`src/rtl/debounce_pkg.sv`:
```
// Shared types for the debounce_sync block: debouncer FSM state encoding.
package debounce_pkg;

    typedef enum logic [1:0] {
        STABLE_LO  = 2'd0,
        CONFIRM_HI = 2'd1,
        STABLE_HI  = 2'd2,
        CONFIRM_LO = 2'd3
    } deb_state_t;

endpackage

```
`src/rtl/sync_ff_chain.sv`:
```
// Asynchronous-reset multi-flop synchroniser; q is the output of the last flop.
module sync_ff_chain #(
    parameter int unsigned STAGES      = 2,
    parameter logic        RESET_VALUE = 1'b0
) (
    input  logic clk,
    input  logic reset_n,
    input  logic d,
    output logic q
);

    if (STAGES < 2) begin : g_bad_stages
        $error("sync_ff_chain: STAGES must be >= 2");
    end

    logic [STAGES-1:0] ff;

    always_ff @(posedge clk or negedge reset_n) begin
        if (!reset_n) begin
            ff <= {STAGES{RESET_VALUE}};
        end else begin
            ff <= {ff[STAGES-2:0], d};
        end
    end

    assign q = ff[STAGES-1];

endmodule

```
`src/rtl/debounce_sync.sv`:
```
// Synchronises and debounces one asynchronous input, giving a clean level
// plus one-cycle rise/fall pulses and a busy flag while a change is being confirmed.
module debounce_sync
    import debounce_pkg::*;
#(
    parameter int unsigned SYNC_STAGES     = 2,
    parameter int unsigned DEBOUNCE_CYCLES = 4,
    parameter logic        RESET_VALUE     = 1'b0
) (
    input  logic clk,
    input  logic reset_n,
    input  logic din_async,
    input  logic en,
    output logic q,
    output logic rise,
    output logic fall,
    output logic busy
);

    if (DEBOUNCE_CYCLES < 1) begin : g_bad_cycles
        $error("debounce_sync: DEBOUNCE_CYCLES must be >= 1");
    end

    localparam int unsigned CNT_W = $clog2(DEBOUNCE_CYCLES + 1);
    localparam logic [CNT_W-1:0] CNT_LAST = CNT_W'(DEBOUNCE_CYCLES - 1);
    localparam logic [CNT_W-1:0] CNT_ONE  = CNT_W'(1);

    logic             s;
    deb_state_t       state;
    logic [CNT_W-1:0] cnt;
    logic             q_r;
    logic             rise_r;
    logic             fall_r;
    logic             busy_r;

    sync_ff_chain #(
        .STAGES      (SYNC_STAGES),
        .RESET_VALUE (RESET_VALUE)
    ) u_sync (
        .clk     (clk),
        .reset_n (reset_n),
        .d       (din_async),
        .q       (s)
    );

    // With a single required sample the CONFIRM states are skipped entirely.
    always_ff @(posedge clk or negedge reset_n) begin
        if (!reset_n) begin
            state  <= RESET_VALUE ? STABLE_HI : STABLE_LO;
            cnt    <= '0;
            q_r    <= RESET_VALUE;
            rise_r <= 1'b0;
            fall_r <= 1'b0;
            busy_r <= 1'b0;
        end else begin
            rise_r <= 1'b0;
            fall_r <= 1'b0;
            if (en) begin
                unique case (state)
                    STABLE_LO: begin
                        if (s) begin
                            if (DEBOUNCE_CYCLES == 1) begin
                                state  <= STABLE_HI;
                                q_r    <= 1'b1;
                                rise_r <= 1'b1;
                            end else begin
                                state  <= CONFIRM_HI;
                                cnt    <= CNT_ONE;
                                busy_r <= 1'b1;
                            end
                        end
                    end
                    CONFIRM_HI: begin
                        if (!s) begin
                            state  <= STABLE_LO;
                            cnt    <= '0;
                            busy_r <= 1'b0;
                        end else if (cnt == CNT_LAST) begin
                            state  <= STABLE_HI;
                            cnt    <= '0;
                            q_r    <= 1'b1;
                            rise_r <= 1'b1;
                            busy_r <= 1'b0;
                        end else begin
                            cnt <= cnt + 1'b1;
                        end
                    end
                    STABLE_HI: begin
                        if (!s) begin
                            if (DEBOUNCE_CYCLES == 1) begin
                                state  <= STABLE_LO;
                                q_r    <= 1'b0;
                                fall_r <= 1'b1;
                            end else begin
                                state  <= CONFIRM_LO;
                                cnt    <= CNT_ONE;
                                busy_r <= 1'b1;
                            end
                        end
                    end
                    CONFIRM_LO: begin
                        if (s) begin
                            state  <= STABLE_HI;
                            cnt    <= '0;
                            busy_r <= 1'b0;
                        end else if (cnt == CNT_LAST) begin
                            state  <= STABLE_LO;
                            cnt    <= '0;
                            q_r    <= 1'b0;
                            fall_r <= 1'b1;
                            busy_r <= 1'b0;
                        end else begin
                            cnt <= cnt + 1'b1;
                        end
                    end
                endcase
            end
        end
    end

    assign q    = q_r;
    assign rise = rise_r;
    assign fall = fall_r;
    assign busy = busy_r;

endmodule

```
`config.mk`:
```
export PLATFORM = sky130hd
export DESIGN_NAME = debounce_sync
export DESIGN_NICKNAME = d
export VERILOG_FILES = /design/src/rtl/debounce_pkg.sv /design/src/rtl/sync_ff_chain.sv /design/src/rtl/debounce_sync.sv
export SDC_FILE = /design/constraint.sdc
export NUM_CORES = 1
export LEC_CHECK = 0
export ABC_AREA = 1
export CORE_AREA = 10 10 47 49
export CTS_CLUSTER_SIZE = 25
export DETAILED_ROUTE_END_ITERATION = 8
export DIE_AREA = 0 0 57 59
export PLACE_DENSITY = 0.67
export SYNTH_ARGS = -nofsm -noshare
export SYNTH_HDL_FRONTEND = slang
export SYNTH_SLANG_ARGS = --single-unit
```
`constraint.sdc`:
```
create_clock -name clk -period 1.4 [get_ports clk]
set_input_delay 0.28 -clock clk [delete_from_list [all_inputs] [get_ports clk]]
set_output_delay 0.28 -clock clk [all_outputs]
set_load 0.05 [all_outputs]
```
==> run summary, run 1 <==
share of the synthesized area in the top cell type = 55.3%
cts hold-fix bufs = 0
worst vdd ir = 1.16 mV
WP data arrival = 1.45 ns
port buffer count = 7
TritonCTS clock tree = done
met3 GRT Util = 3.43%
CP cell instances = ha_1 > inv_1 > nor2_1 > nor2_2 > nand2_1 > nand3_1 > nand2_1 > nand2_1
Int Power = 745 µW
mean post-synth cell area = 9.05 µm²
Die Span Y = 59 µm
critical path's top delay family = simple AND/OR/NAND/NOR gates
CP bufs+invs = 1
Clock Sinks = 11
Vias = 401
sw frac = 40.9%
flop-to-flop setup slack = 0.11 ns
#FFs+latches synth = 11
first-pass GRT wire length = 1500 µm
hpwl dp = 696 µm
Global Route met1 Usage = 5.32%
nets = 74
Area contributors post-synth = dfrtp_1, nand2_1, nor2_1
vias per cell = 4.77
Sequential Power Share = 39.9%
die width = 57 µm
DRT iter0 DRCs = 4
Finished Layout Cells = 84
max cap viols = 0
Synth Warn # = 0
worst hold path class = input port to async pin
highest attainable clock frequency = 0.778 GHz
slew margin rel. = 85.1%
CTS H-Tree Depth = 1
area post-placement = 643 µm²
Longest Clk Path Bufs = 2
nature of the critical path endpoint = flop
RSZ-0062 raised after global routing = false
Worst Tran Pin Value = 0.223 ns
Residual DRC = 0
largest net degree at the start of global routing = 12
switching power total = 516 µW
initial antenna violation count = 0
synthesized area = 498 µm²
worst skew pair latency = 0.27 ns
Post-CTS Setup Bufs = 0
Comb power frac = 42.9%
Critical Path RT = 1.56 ns
Num CTS Buffers = 3
reg-to-reg startpoint = cnt[0]
CTS root buf = clkbuf_4
clock share of power = 17.2%
GPL Wtd Cong = 0.783
core area = 0.00140 mm²
Post-Syn Instances = 55
CP Depth = 8
TNS Setup = 0 ns
Final Hold Fails = 0
drt wl/cell = 10.8 µm
skew final = 0.00511 ns
Static Leak = 0.337 nW
Tot GR Track Use = 5.92%
Syn Nets = 60
Synth area leader = dfrtp_1
Worst Path Max Fanout = 4
Worst-path clk slew = 0.07 ns
DRT Pass-1 Iters = 4
CP Class = flop to flop
Worst Hold Slack = 0.292 ns
PostCTS Resize Cnt = 0
fill count = 137
placed cell count = 80
Final Max Tran Viols = 0
most frequent CP cell = nand2_1
max incr delay on CP = 0.38 ns
Worst setup startpoint = cnt[0]
share of cells above drive strength 1 = 22.1%
outcome = finished clean
design area = 669 µm²
min Tclk post-route = 1.29 ns
slowest cell on the critical path = dfrtp_1
row cnt = 14
GRT met2 Usage = 8.99%
Die ar. = 0.00336 mm²
Remaining Overflow, GRT = 0
Initial Util = 35.5%
final setup violation count = 0
IO Pins = 8
distinct cell type count after synthesis = 16
final core utilization = 47.8%
gr busiest metal = met2
# diodes = 0
vias in the first global route = 379
Post-DRT Antenna Nets = 0
layout overhead on the synthesized area = 34.4%
worst r2r path cells = 8
CP Launch Type = flop
WL final = 906 µm
crit share post-route = 91.9%
pwr dens = 1880 mW/mm²
register area share after synthesis = 55.3%
through the flow:
step	setup slack (ns)	power, mW
final	0.114	1.26
after global routing	0.0293	1.36
after CTS	0.112	1.28
after detailed placement	-0.00773	1.06
after global placement	0.0207	1.04
after floorplan	0.264	0.839
power by group through the flow:
stage / Sequential [mW] / Combinational [mW] / Clock (mW)
finish: 0.503 / 0.541 / 0.217
detailed placement: 0.508 / 0.548 / 0
CTS: 0.503 / 0.549 / 0.228
floorplan: 0.575 / 0.264 / 0
global route: 0.515 / 0.595 / 0.247
global placement: 0.506 / 0.536 / 0
layer usage:
layer	vias up	share of wire, %
li1	204	-
met1	183	44
met2	9	44
met3	5	7.4
met4	0	4.2
met5	-	0
worst register-to-register path: cells and delay by family, from the launching register on:
family	cells	cell delay (ns)
adders and majority gates	1	0.18
buffers and inverters	1	0.04
DFF	1	0.38
and+or+nand+nor	6	0.57
kinds of logic (layout without fill, tap and decap cells):
logic type / count (synthesis) / after routing / share of synthesized area [%]
AO/OA/AOI/OAI: 3 / 3 / 3.52
adder cells (fa/ha/maj): 1 / 1 / 2.51
buffers and inverters: 5 / 18 / 6.53
flip-flops: 11 / 11 / 55.3
AND/OR/NAND/NOR: 35 / 35 / 32.2
area by class of cell:
| type | instances | area (µm²) | share of cell area [%] |
|---|---|---|---|
| multi-input cells | 39 | 190 | 28.4 |
| clock buffers | 4 | 26.3 | 3.93 |
| inverters | 5 | 32.5 | 4.86 |
| repair buffers | 9 | 125 | 18.7 |
| flip-flops and latches | 11 | 275 | 41.1 |
| well taps | 16 | 20.0 | 2.99 |
synth_stat cells (all sizes together):
library cell / count
nand2: 20
dfrtp: 11
nor2: 8
nand3: 5
inv: 4
nand4: 2
o21ai: 2
bufinv: 1
ha: 1
o21a: 1
flip-flops by register name (all words and copies together), names as in the netlist, named ones only:
| register | flops |
|---|---|
| busy | 1 |
| cnt | 3 |
| fall | 1 |
| q | 1 |
| rise | 1 |
| state | 1 |
| u_sync.ff | 2 |
placed cells by master, fill, tap and decap left out:
| cell | count |
|---|---|
| ha_1 | 1 |
| nor2_4 | 1 |
| nor2_1 | 6 |
| nand4_1 | 2 |
| nand3_1 | 4 |
| inv_1 | 3 |
| clkbuf_4 | 3 |
| nand3_2 | 1 |
| inv_2 | 1 |
| clkbuf_1 | 1 |
| nand2_2 | 1 |
| clkdlybuf4s50_1 | 3 |
| o21a_1 | 1 |
| nor2_2 | 1 |
| buf_4 | 2 |
| nand2_1 | 19 |
| bufinv_8 | 1 |
| buf_12 | 4 |
| o21ai_0 | 1 |
| o21ai_1 | 1 |
| dfrtp_1 | 11 |
how the worst min path moves through the flow:
| stage | end | slack, ns | depth (start not counted) |
|---|---|---|---|
| after floorplan | async pin | -0.02 | 0 |
| after global placement | u_sync.ff[1] | 0.33 | 0 |
| after detailed placement | u_sync.ff[1] | 0.34 | 0 |
| after CTS | q | 0.30 | 2 |
| after global routing | q | 0.31 | 2 |
| final | cnt[2] | 0.29 | 2 |
(Power assumes the default switching activity.)
==> run 2, diff against run 1 <==
Settings changed: PLACE_DENSITY 0.67 to 0.69.
Clock period 1.4 ns to 1.05 ns, I/O delays scaled along.
==> run summary, run 2 (synthesis results as in run 1) <==
outcome = complete, but fails checks
violated checks = negative setup slack
pwr dens = 2630 mW/mm² (+40%)
most common cell after layout, fill and taps aside = nand2_1
hpwl dp = 769 µm (+10%)
layout overhead on the synthesized area = 56.0%
Remaining Overflow, GRT = 0 (unchanged)
Die ar. = 0.00336 mm² (unchanged)
CP bufs+invs = 1 (unchanged)
Residual DRC = 0 (unchanged)
crit share post-route = 109% (+17 points)
Tot GR Track Use = 6.66% (+0.75 points)
CTS H-Tree Depth = 1 (unchanged)
WP data arrival = 1.36 ns (-0.09 ns)
DRT Pass-1 Iters = 2 (-2)
core area = 0.00140 mm² (unchanged)
port buffer count = 7 (unchanged)
Post-DRT Antenna Nets = 0 (unchanged)
min Tclk post-route = 1.15 ns (-0.139 ns)
row cnt = 14 (unchanged)
max incr delay on CP = 0.39 ns (about the same)
IO Pins = 8 (unchanged)
Largest Register = cnt
number of flip-flops in the largest register = 3 (unchanged)
Critical Path RT = 1.26 ns (-0.30 ns)
final setup violation count = 9 (+9)
vias in the first global route = 407 (+7.4%)
Num CTS Buffers = 3 (unchanged)
Vias = 433 (+8.0%)
Top Layer Used = met4
CP Launch Type = flop
Longest Clk Path Bufs = 2 (unchanged)
worst hold path class = input port to async pin
CTS root buf = clkbuf_4
TNS Setup = -0.505 ns (-0.505 ns)
final core utilization = 55.4% (+7.7 points)
Final Hold Fails = 0 (unchanged)
CP cell instances = ha_2 > inv_2 > nor2_4 > nor2_4 > nand2_4 > nor2_1 > nand2_1 > nand3_1
nature of the critical path endpoint = flop
fill count = 134 (-2.2%)
most frequent CP cell = nor2_4
worst vdd ir = 1.36 mV (+17%)
TritonCTS clock tree = done
first-pass GRT wire length = 1750 µm (+16%)
cts hold-fix bufs = 0 (unchanged)
Worst Tran Pin Value = 0.177 ns (-0.0464 ns)
largest net degree at the start of global routing = 12 (unchanged)
max cap viols = 0 (unchanged)
# diodes = 0 (unchanged)
Worst-path clk slew = 0.07 ns (about the same)
Clock Sinks = 11 (unchanged)
Worst Hold Slack = 0.218 ns (-0.0742 ns)
critical path's top delay family = simple AND/OR/NAND/NOR gates
vias per cell = 4.66 (-2.5%)
Final Max Tran Viols = 0 (unchanged)
die width = 57 µm (unchanged)
slowest cell on the critical path = dfrtp_1
initial antenna violation count = 0 (unchanged)
RSZ-0062 raised after global routing = true
routed wl met2 = 460 µm (+15%)
slew margin rel. = 88.2% (+3.1 points)
GPL Wtd Cong = 0.841 (+7.4%)
worst skew pair latency = 0.28 ns (about the same)
drt wl/cell = 11.0 µm (+1.7%)
Static Leak = 0.384 nW (+14%)
WL final = 1020 µm (+13%)
WL met3 = 74 µm (+10%)
Die Span Y = 59 µm (unchanged)
highest attainable clock frequency = 0.872 GHz (+12%)
most frequent cells in the layout = nand2_1, buf_4, dfrtp_1
CP Class = flop to flop
M1 WL = 458 µm (+14%)
Worst Path Max Fanout = 4 (unchanged)
Final Worst Setup Slack = -0.0969 ns (-0.211 ns)
share of cells above drive strength 1 = 45.5% (+23 points)
largest registers = cnt: 3 flops, u_sync.ff: 2 flops
skew final = 0.00122 ns (-0.00389 ns)
DRT iter0 DRCs = 9 (+5)
nets = 83 (+12%)
Initial Util = 35.5% (unchanged)
run 2: changes by cell type in the layout (fill, tap and decap cells not counted), sizes merged:
cell	change
buf	+9
run 2: worst reg2reg max path, cell delays in order, from the launching register on:
cell and delay (ns):
dfrtp_1 0.39, ha_2 0.20, inv_2 0.06, nor2_4 0.05, nor2_4 0.11, nand2_4 0.08, nor2_1 0.08, nand2_1 0.05
nand3_1 0.07
run 2: power by group:
group / total (mW) / switching [mW] / internal [mW] / leakage [nW]
Sequential: 0.669 / 0.123 / 0.546 / 0.139
Combinational: 1.08 / 0.545 / 0.531 / 0.230
Clock: 0.301 / 0.154 / 0.148 / 0.0150
Total: 2.05 / 0.822 / 1.22 / 0.384
run 2: final timing paths:
kind	cells after the start	slack (ns)	from	to
hold reg to reg	0	0.35	u_sync.ff[0]	u_sync.ff[1]
setup / recovery	8	-0.1	cnt[1]	cnt[0]
setup reg to reg	8	-0.1	cnt[1]	cnt[0]
hold / removal	2	0.22	reset_n	cnt[1]
max in group asynchronous	2	0.67	reset_n	async pin
min in group clk	0	0.35	u_sync.ff[0]	u_sync.ff[1]
run 2: layout make-up:
type	instances	area [µm²]	area share [%]
Timing Repair Buffer	18	193	24.8
Sequential cell	11	277	35.6
Tap cell	16	20.0	2.58
Clock buffer	4	26.3	3.38
Inverter	5	32.5	4.19
Multi-Input combinational cell	39	229	29.5
run 2: what timing repair did:
item | 4_1_cts | 5_1_grt
gates resized for setup | 4 | 6
pin swaps | 5 | 3
setup endpoints to repair | 10 | 13
gates cloned | 0 | 0
buffers inserted | 1 | 1
run 2: through the flow:
| step | cells | setup WS [ns] | area, µm² | power, mW |
|---|---|---|---|---|
| after global placement | 87 | -0.250 | 708 | 1.58 |
| after CTS | 92 | -0.0931 | 752 | 1.98 |
| after detailed placement | 87 | -0.265 | 708 | 1.61 |
| final | 93 | -0.0969 | 777 | 2.05 |
| after global routing | 93 | -0.165 | 777 | 2.19 |
| after floorplan | 55 | -0.0342 | 510 | 1.15 |
run 2: metal layers:
layer  vias up  track usage (%)
li1        218                -
met5         -                0
met1       203             6.67
met4         0             6.04
met2         8             10.2
met3         4             3.00
